===== src/rtl/debounce.sv =====
// ---------------------------------------------------------------------------
// debounce
//
// Cleans up a bouncing mechanical or otherwise asynchronous input. The raw
// input is first brought into the clk domain through a two-flop synchronizer,
// then a four-state FSM only lets the debounced output follow once the
// synchronized level has been steady for STABLE_CYCLES further cycles. A wait
// that is cut short by a bounce produces a one-cycle glitch pulse and bumps a
// saturating glitch counter.
//
// Parameters
//   STABLE_CYCLES  cycles a new synchronized level must persist after the FSM
//                  first sees it before out follows (1..65535)
//
// Ports
//   clk         in   1  clock, all state updates on the rising edge
//   rst_n       in   1  asynchronous active-low reset
//   in          in   1  raw input, no timing relation to clk
//   out         out  1  debounced level, straight from a flip-flop
//   glitch      out  1  one-cycle pulse: a pending level change was aborted
//   glitch_cnt  out  8  number of glitch pulses since reset, saturates at FF
// ---------------------------------------------------------------------------
module debounce #(
  parameter int unsigned STABLE_CYCLES = 4
) (
  input  logic       clk,
  input  logic       rst_n,
  input  logic       in,
  output logic       out,
  output logic       glitch,
  output logic [7:0] glitch_cnt
);

  // The counter must hold values up to STABLE_CYCLES-1; sizing it for
  // STABLE_CYCLES+1 values keeps STABLE_CYCLES=1 at a legal one-bit width.
  localparam int CW = $clog2(STABLE_CYCLES + 1);
  localparam logic [CW-1:0] CNT_LAST = CW'(STABLE_CYCLES - 1);

  typedef enum logic [1:0] {
    S_LOW  = 2'd0,
    S_RISE = 2'd1,
    S_HIGH = 2'd2,
    S_FALL = 2'd3
  } state_t;

  logic          sync0;
  logic          sync1;
  logic          in_sync;

  state_t        state_q;
  state_t        state_d;
  logic [CW-1:0] cnt_q;
  logic [CW-1:0] cnt_d;
  logic          out_q;
  logic          out_d;
  logic          glitch_q;
  logic          glitch_d;
  logic [7:0]    glitch_cnt_q;

  // Two-flop synchronizer. Only sync1 is ever looked at by the FSM, so the
  // possibly metastable first stage never fans out into the control logic.
  always_ff @(posedge clk or negedge rst_n) begin
    if (!rst_n) begin
      sync0 <= 1'b0;
      sync1 <= 1'b0;
    end else begin
      sync0 <= in;
      sync1 <= sync0;
    end
  end

  assign in_sync = sync1;

  // FSM state, wait counter and the registered outputs. out and glitch are
  // registered copies of the next-state decode so both leave the block
  // straight from flops.
  always_ff @(posedge clk or negedge rst_n) begin
    if (!rst_n) begin
      state_q  <= S_LOW;
      cnt_q    <= '0;
      out_q    <= 1'b0;
      glitch_q <= 1'b0;
    end else begin
      state_q  <= state_d;
      cnt_q    <= cnt_d;
      out_q    <= out_d;
      glitch_q <= glitch_d;
    end
  end

  // Next-state logic. The counting states remember which level the output
  // currently shows (S_RISE still shows 0, S_FALL still shows 1), so an
  // aborted wait simply falls back to the idle state of the old level.
  // The counter stops at CNT_LAST: reaching it completes the transition
  // instead of incrementing, so it can never wrap.
  always_comb begin
    state_d  = state_q;
    cnt_d    = cnt_q;
    glitch_d = 1'b0;

    case (state_q)
      S_LOW: begin
        if (in_sync) begin
          state_d = S_RISE;
          cnt_d   = '0;
        end
      end

      S_RISE: begin
        if (!in_sync) begin
          state_d  = S_LOW;
          glitch_d = 1'b1;
        end else if (cnt_q == CNT_LAST) begin
          state_d = S_HIGH;
        end else begin
          cnt_d = cnt_q + CW'(1);
        end
      end

      S_HIGH: begin
        if (!in_sync) begin
          state_d = S_FALL;
          cnt_d   = '0;
        end
      end

      S_FALL: begin
        if (in_sync) begin
          state_d  = S_HIGH;
          glitch_d = 1'b1;
        end else if (cnt_q == CNT_LAST) begin
          state_d = S_LOW;
        end else begin
          cnt_d = cnt_q + CW'(1);
        end
      end

      default: begin
        state_d = S_LOW;
        cnt_d   = '0;
      end
    endcase

    out_d = (state_d == S_HIGH) || (state_d == S_FALL);
  end

  // Glitch counter advances on the same edge that raises glitch and sticks
  // at FF so a noisy input cannot make it look quiet again.
  always_ff @(posedge clk or negedge rst_n) begin
    if (!rst_n) begin
      glitch_cnt_q <= 8'h00;
    end else if (glitch_d && (glitch_cnt_q != 8'hFF)) begin
      glitch_cnt_q <= glitch_cnt_q + 8'h01;
    end
  end

  assign out        = out_q;
  assign glitch     = glitch_q;
  assign glitch_cnt = glitch_cnt_q;

`ifndef SYNTHESIS
  // The wait counter never runs past the last count of a transition.
  cnt_in_range: assert property (@(posedge clk) disable iff (!rst_n)
    cnt_q <= CNT_LAST);

  // Aborting a wait never moves the output.
  no_toggle_on_glitch: assert property (@(posedge clk) disable iff (!rst_n)
    glitch_d |-> (out_d == out_q));
`endif

endmodule


===== config.mk =====
export PLATFORM = sky130hd
export DESIGN_NAME = debounce
export DESIGN_NICKNAME = d
export VERILOG_FILES = /design/src/rtl/debounce.sv
export SDC_FILE = /design/constraint.sdc
export NUM_CORES = 1
export LEC_CHECK = 0
export CAP_MARGIN = 0
export CORE_UTILIZATION = 25
export DETAILED_ROUTE_END_ITERATION = 7
export DONT_BUFFER_PORTS = 1
export RECOVER_POWER = 25
export SLEW_MARGIN = 20
export SYNTH_ARGS = -nofsm -noshare
export SYNTH_HDL_FRONTEND = slang
export SYNTH_SLANG_ARGS = --single-unit
export TNS_END_PERCENT = 50

===== constraint.sdc =====
create_clock -name clk -period 2.45 [get_ports clk]
set_clock_uncertainty 0.15 [all_clocks]
set_input_delay 0.6125 -clock clk [delete_from_list [all_inputs] [get_ports clk]]
set_output_delay 0.6125 -clock clk [all_outputs]
set_load 0.005 [all_outputs]

==> results.yml, run 1 <==
timing:
  setup_tns_ps: 0
  fmax_mhz: 540
  finalCriticalPeriod_ps: 1850
  period_share_pct: 75.6
  setup_viol: 0
  worst_slew_pin_slew_ps: 694
  max_slew_margin_pct: 53.6
  layout_setup_ws_ps: 598
  rsz0062_at_grt: "no"
  hold_viol: 0
  hold-worst-slack_ps: 201
  slew_violations: 0
drt:
  drtAntennaViolNets: 0
  via_count: 467
  wl_met2_um: 595
  wire_per_inst_um: 12.5
  first_iter_violations: 3
  via_per_inst: 4.86
  wl_um: 1200
  drc_errors: 0
  first_pass_iters: 4
  wl_met3_um: 39
  detail_route.wirelength.met1_um: 541
  top_layer: "met4"
setup_path:
  critPathLaunchType: "flop"
  crit_fanout: 5
  cp_slowest_cell: "dfrtp_1"
  r2r_end: "glitch_cnt[6]"
  worst_ep_arrival_time_ps: 1870
  reg2reg_from: "glitch_cnt[0]"
  crit_path_end_kind: "flop"
  setup.worst_path.class: "reg2reg"
  path_buf_inv: 0
  slowest_delay_ps: 440
  rrSetupSlack_ps: 600
  path_delay_family: "simple AND/OR/NAND/NOR gates"
  crit_required_ps: 2470
  path_cells: "ha_1 > and2_4 > nand4_1 > or3_1 > mux2_4"
  crit_cells: 5
  r2r_cells: 5
floorplanning:
  die_w_um: 54.8
  initial_utilization_pct: 27.2
  core_area_mm2: 0.00257
  ios: 13
  die_h_um: 54.8
  die_area_mm2: 0.00301
  num_rows: 18
global_route:
  grt_pass1_vias: 430
  gr-total-overflow: 0
  track_usage_pct: 9.76
  grt_max_degree: 17
  grt_pass1_wl_um: 1930
  antenna_found_initial: 0
layout:
  areaGrowthSynthToFinish_pct: 12.0
  final_cell_mix: "dfrtp_1 (16), nand2_1 (11), nand3_1 (4)"
  fin_nets: 73
  filler_cell_count: 275
  area.sequential_um2: 400
  final_common_cell: "dfrtp_1"
  n_antenna_cell: 0
  final_util_pct: 30.5
  fin_area_um2: 782
  layout-drive-gt1-share_pct: 13.6
  multi_input_area_um2: 287
clocking:
  hold_buffers: 1
  cts_buffers: 3
  post_cts_buffers: 0
  cts_tree: "built"
  cts_sinks: 16
  root_buffer: "clkbuf_4"
  cts_max_path_buffers: 2
  cts-resized-gates: 0
  worstSkewPairLatency_ps: 280
  clk_pin_slew_ps: 90
  h-tree-depth: 1
job:
  cap_violations: 0
placement:
  dp.final_hpwl_um: 880
  port_buffers: 0
  dpl_cell_area_um2: 736
  gp_congestion: 0.811
  post-place-ws_ps: 617
synthesis:
  syn_area_per_cell_um2: 11.4
  syn_inst: 61
  syn_area_um2: 698
  synth-warning-count: 0
  synth_seq_cells: 16
  syn_nets: 67
  synth_cell_types: 24
  yosysSeqAreaShare_pct: 57.3
min_path:
  hold_end: "sync0"
  holdPathStages: 0
  hold_class: "in2reg"
  hp-start: "in"
pwr:
  power_density_mw_per_mm2: 1120
  leakage_nw: 0.349
  vdd_ir_drop_max_v: 0.000578
outcome:
  status: "complete, no violations"
-- how the worst max path moves through the flow --
| stage | slack (ps) | endpoint | start |
|---|---|---|---|
| after global routing | 530 | glitch_cnt[6] | glitch_cnt[0] |
| after global placement | 630 | glitch_cnt[6] | glitch_cnt[0] |
| after CTS | 600 | glitch_cnt[6] | glitch_cnt[0] |
| after floorplan | 730 | glitch_cnt[6] | glitch_cnt[0] |
| after detailed placement | 620 | glitch_cnt[6] | glitch_cnt[0] |
| final | 600 | glitch_cnt[6] | glitch_cnt[0] |
-- metal layers --
metal / up-vias / GRT usage (%)
met2: 8 / 14.7
met1: 234 / 12.0
met5: - / 0
met4: 0 / 7.69
met3: 2 / 1.94
li1: 223 / -
-- sequential cells by signal (all words and copies together), names as in the netlist --
signal / cells
glitch_cnt: 8
cnt_q: 3
glitch: 1
in_sync: 1
out: 1
state_q: 1
sync0: 1
-- layout make-up --
cell class                      instances  area share, %
Tap cell                               30           4.80
Timing Repair Buffer                    1           1.28
Sequential cell                        16           51.2
Inverter                                3           1.44
Multi-Input combinational cell         42           36.6
Clock buffer                            4           4.64
-- cell usage after synthesis (all sizes together) --
cell / number / area, um^2
dfrtp: 16 / 400
nand2: 11 / 41.3
mux2: 5 / 60.1
nand3: 4 / 20.0
ha: 3 / 37.5
inv: 3 / 11.3
nand4: 2 / 12.5
o21ai: 2 / 10.0
xnor2: 2 / 17.5
a21oi: 1 / 5.00
a31oi: 1 / 6.26
and2: 1 / 8.76
and3: 1 / 6.26
and4: 1 / 8.76
nand2b: 1 / 6.26
nor2: 1 / 3.75
nor3: 1 / 5.00
o21a: 1 / 7.51
o31ai: 1 / 7.51
or2b: 1 / 7.51
or3: 1 / 6.26
xor2: 1 / 8.76
-- kinds of logic after synthesis --
group,Yosys count,synth area share (%)
buffers and inverters,3,1.61
AOI/OAI and AO/OA,6,5.20
adders and majority gates,3,5.38
xor gates and xnor gates,3,3.76
muxes,5,8.60
DFF,16,57.3
and+or+nand+nor,25,18.1
-- stage by stage --
stage	power [mW]	std cells
floorplan	0.643	61
global placement	0.694	91
detailed placement	0.713	91
CTS	0.887	96
global route	0.946	96
finish	0.879	96
-- power by group --
group / internal, mW / switching (mW)
Sequential: 0.361 / 0.107
Combinational: 0.111 / 0.128
Clock: 0.0903 / 0.0816
Total: 0.562 / 0.317
-- worst register-to-register path, delay by kind of cell (launching register included) --
| kind | cells | cell delay, ps |
|---|---|---|
| simple gates | 3 | 650 |
| flops | 1 | 440 |
| mux | 1 | 300 |
| fa+ha+maj | 1 | 210 |
No activity file was read; power rests on OpenSTA's default activity.
==> inputs of run 2 (changes only) <==
==> constraint.sdc (replaced) <==
create_clock -name clk -period 1.5 [get_ports clk]
set_clock_uncertainty 0.15 [all_clocks]
set_input_delay 0.375 -clock clk [delete_from_list [all_inputs] [get_ports clk]]
set_output_delay 0.375 -clock clk [all_outputs]
set_load 0.005 [all_outputs]
==> run 2 against run 1 <==
Against the previous run: the flow now finishes with violations (setup timing); critical endpoint unchanged; flip-flop and latch count did not move; first-iteration DRC count did not move; utilization increased by 9.1 points; fmax grew 8.9%; final cell count up 23%; combinational power rose to 4.0 times the previous value; critical path type unchanged.
==> results.yml, run 2 (synthesis results as in run 1) <==
timing:
  hold_viol: 0
  setup_viol: 7
  finalCriticalPeriod_ps: 1700
  max_slew_margin_pct: 50.0
  setup_tns_ps: -589
  worst_slew_pin_slew_ps: 747
  fmax_mhz: 588
  layout_setup_ws_ps: -200
  period_share_pct: 113
  slew_violations: 0
  rsz0062_at_grt: "yes"
setup_path:
  critPathLaunch: "glitch_cnt[1]"
  crit_fanout: 2
  r2r_end: "glitch_cnt[6]"
  crit_required_ps: 1530
  setup.worst_path.class: "reg2reg"
  crit_path_end_kind: "flop"
  worst_ep_arrival_time_ps: 1740
  critPathLaunchType: "flop"
  reg2reg_from: "glitch_cnt[1]"
  rrSetupSlack_ps: -200
  r2r_cells: 5
min_path:
  holdPathStages: 0
  hold_class: "reg2reg"
  hold_end: "in_sync"
  hp-start: "sync0"
drt:
  via_count: 547
  wl_um: 1550
  via_per_inst: 4.64
  first_iter_violations: 3
  drc_errors: 0
  wire_per_inst_um: 13.1
  first_pass_iters: 3
  drtAntennaViolNets: 0
floorplanning:
  die_area_mm2: 0.00301
  num_rows: 18
  die_h_um: 54.8
  die_w_um: 54.8
  initial_utilization_pct: 27.2
  core_area_mm2: 0.00257
  ios: 13
layout:
  layout-drive-gt1-share_pct: 45.5
  n_antenna_cell: 0
  final_common_cell: "buf_4"
  fin_nets: 96
  largest_reg_flops: 8
  final_cell_mix: "buf_4 (19), dfrtp_1 (16), nand2_1 (9)"
  multi_input_area_um2: 348
  fin_area_mm2: 0.00102
  filler_cell_count: 263
  areaGrowthSynthToFinish_pct: 45.5
  area.sequential_um2: 400
  stdcell_count: 118
outcome:
  status: "finished, violations left"
  violations: "setup timing"
placement:
  port_buffers: 0
  dp_cells: 109
  dp.final_hpwl_um: 1050
  gp_congestion: 0.794
  dpl_cell_area_um2: 887
global_route:
  antenna_found_initial: 0
  grt_pass1_wl_um: 2350
  track_usage_pct: 11.6
  grt_pass1_vias: 530
  gr-total-overflow: 0
  grt_max_degree: 17
clocking:
  cts_sinks: 16
  root_buffer: "clkbuf_4"
  clk_pin_slew_ps: 100
  h-tree-depth: 1
  cts_max_path_buffers: 2
  cts_tree: "built"
  worstSkewPairLatency_ps: 290
  cts_buffers: 3
pwr:
  vdd_ir_drop_max_v: 0.000900
  power_density_mw_per_mm2: 1860
  leakage_nw: 0.469
job:
  cap_violations: 0
[run 2: power breakdown]
group,internal [mW],switching (mW)
sequential,0.591,0.120
clock,0.0933,0.138
combinational,0.544,0.404
[run 2: routing by layer]
metal / GRT usage (%) / part of all wire [%]
met1: 14.0 / 41
met2: 19.1 / 52
met3: 3.89 / 6.2
met4: 3.85 / 0.90
met5: 0 / 0
[run 2: through the flow]
stage	hold slack (ps)	util, %	power (mW)	worst slack [ps]
6_report	204	39.6	1.89	-200
5_1_grt	220	39.6	2.02	-255
4_1_cts	207	37.1	1.76	-192
3_5_place_dp	-70.3	34.6	1.47	-195
3_3_place_gp	-70.2	34.6	1.44	-130
2_1_floorplan	-70.6	-	1.08	-215
[run 2: area by class of cell]
cell class                      count  area share, %
Clock buffer                        3           2.22
Inverter                            3           1.11
Multi-Input combinational cell     42           34.2
Sequential cell                    16           39.4
Tap cell                           30           3.69
Timing Repair Buffer               24           19.3
[run 2: how the worst max path moves through the flow]
stage | end | slack (ps) | cells after the start
2_1_floorplan | glitch_cnt[6] | -220 | 5
3_3_place_gp | glitch_cnt[6] | -130 | 5
3_5_place_dp | glitch_cnt[6] | -200 | 5
4_1_cts | glitch_cnt[6] | -190 | 5
5_1_grt | glitch_cnt[6] | -260 | 5
6_report | glitch_cnt[6] | -200 | 5
[run 2: worst max-delay path, stage by stage (launching register included)]
cell and delay (ps):
dfrtp_1 360, ha_2 180, and2_4 140, nand4_1 110, or3_4 350, mux2_4 300
[run 2: what timing repair did]
| item | 4_1_cts | 5_1_grt |
|---|---|---|
| setup endpoints to repair | 8 | 13 |
| pin swaps | 0 | 2 |
| resized for setup | 4 | 10 |
| hold endpoints to repair | 17 | 0 |
| hold buffers | 2 | 0 |
| buffers inserted | 1 | 3 |
==> edit: new RTL, config.mk and constraints of run 2 <==
The output `glitch` loses its register stage (`glitch_q` becomes a continuous assignment).
--- a/src/rtl/debounce.sv
+++ b/src/rtl/debounce.sv
@@ -79,14 +79,14 @@
       state_q  <= S_LOW;
       cnt_q    <= '0;
       out_q    <= 1'b0;
-      glitch_q <= 1'b0;
     end else begin
       state_q  <= state_d;
       cnt_q    <= cnt_d;
       out_q    <= out_d;
-      glitch_q <= glitch_d;
     end
   end
+
+  assign glitch_q = glitch_d;
 
   // Next-state logic. The counting states remember which level the output
   // currently shows (S_RISE still shows 0, S_FALL still shows 1), so an
Behaviour: not the same (Yosys sat finds a counterexample within 4 cycles, from zero or initial values and one cycle with rst_n low).
==> edit against run 2 <==
The flow still finishes with violations (negative setup slack); design area shrank 2.5%; cell count shrank 0.85%; synthesized cell count fell by 1.6%; wire length is 8.5% lower; sequential cell count decreased by 1; area after synthesis fell by 3.6%; total power is 2.5% lower; die area is 3.5% lower; setup slack better by 0.013 ns; largest power group unchanged.
==> edit: results (changes against run 2) <==
Final WL: 1.42 mm (-8.5%)
Layout cell share with drive strength beyond 1: 46.0% (+0.52 points)
Nets: 94 (-2.1%)
GRT met3 Usage: 4.80% (+0.91 points)
Via density per instance: 4.46 (-3.8%)
Met3 Wirelength: 108 microns (+13%)
Worst setup margin: -0.187 ns (+0.0127 ns)
Top cells by count, synth: dfrtp_1 (15), nand2_1 (11), nand3_1 (4)
P_leak: 0.456 nW (-2.8%)
Vias: 522 (-4.6%)
Status: complete, but fails checks
Worst Setup Slack post-DPL: -0.164 ns (+0.0314 ns)
Setup violations, final: 5 (-2)
Placed Cells: 107 (-1.8%)
Mean Syn Cell Area: 11.2 sq um (-2.0%)
Largest net degree at the start of global routing: 16 (-1)
Vias in the first global route: 499 (-5.8%)
Routability-driven placement congestion ratio: 0.761 (-4.2%)
DR iter-0 viols: 5 (+2)
Synthesized net count: 66 (-1.5%)
Synth Area in Compound Gates: 5.39% (+0.19 points)
Failing checks: negative setup slack
Pint: 0.00118 W (-3.8%)
Met2 Usage GRT: 16.3% (-2.8 points)
Post-Synth XOR/XNOR Area: 3.90% (+0.14 points)
Mux contribution to synthesized area: 8.92% (+0.32 points)
Area of the multi-input gates: 347 sq um (-0.36%)
edit: changes by cell type after synthesis:
| cell | before | now |
|---|---|---|
| dfrtp_1 | 16 | 15 |
edit: per-stage QoR:
stage | util, % | total power, W
2_1_floorplan | - | 0.00104
3_3_place_gp | 34.2 | 0.00138
3_5_place_dp | 34.2 | 0.00141
4_1_cts | 38.6 | 0.00181
5_1_grt | 39.6 | 0.00195
6_report | 39.6 | 0.00184
edit: repair_timing:
| action | 4_1_cts | 5_1_grt |
|---|---|---|
| endpoints found under the hold margin | 16 | 0 |
| setup buffers | 4 | 0 |
| setup endpoints to repair | 9 | 11 |
| hold buffers | 2 | 0 |
| resized for setup | 9 | 6 |
| pin swaps | 3 | 2 |
edit: power groups by stage:
stage	combinational [W]	sequential, W	clock (W)
finish	0.000938	0.000656	0.000247
global route	0.00102	0.000670	0.000268
CTS	0.000896	0.000658	0.000256
detailed placement	0.000744	0.000662	0
global placement	0.000723	0.000657	0
floorplan	0.000343	0.000692	0
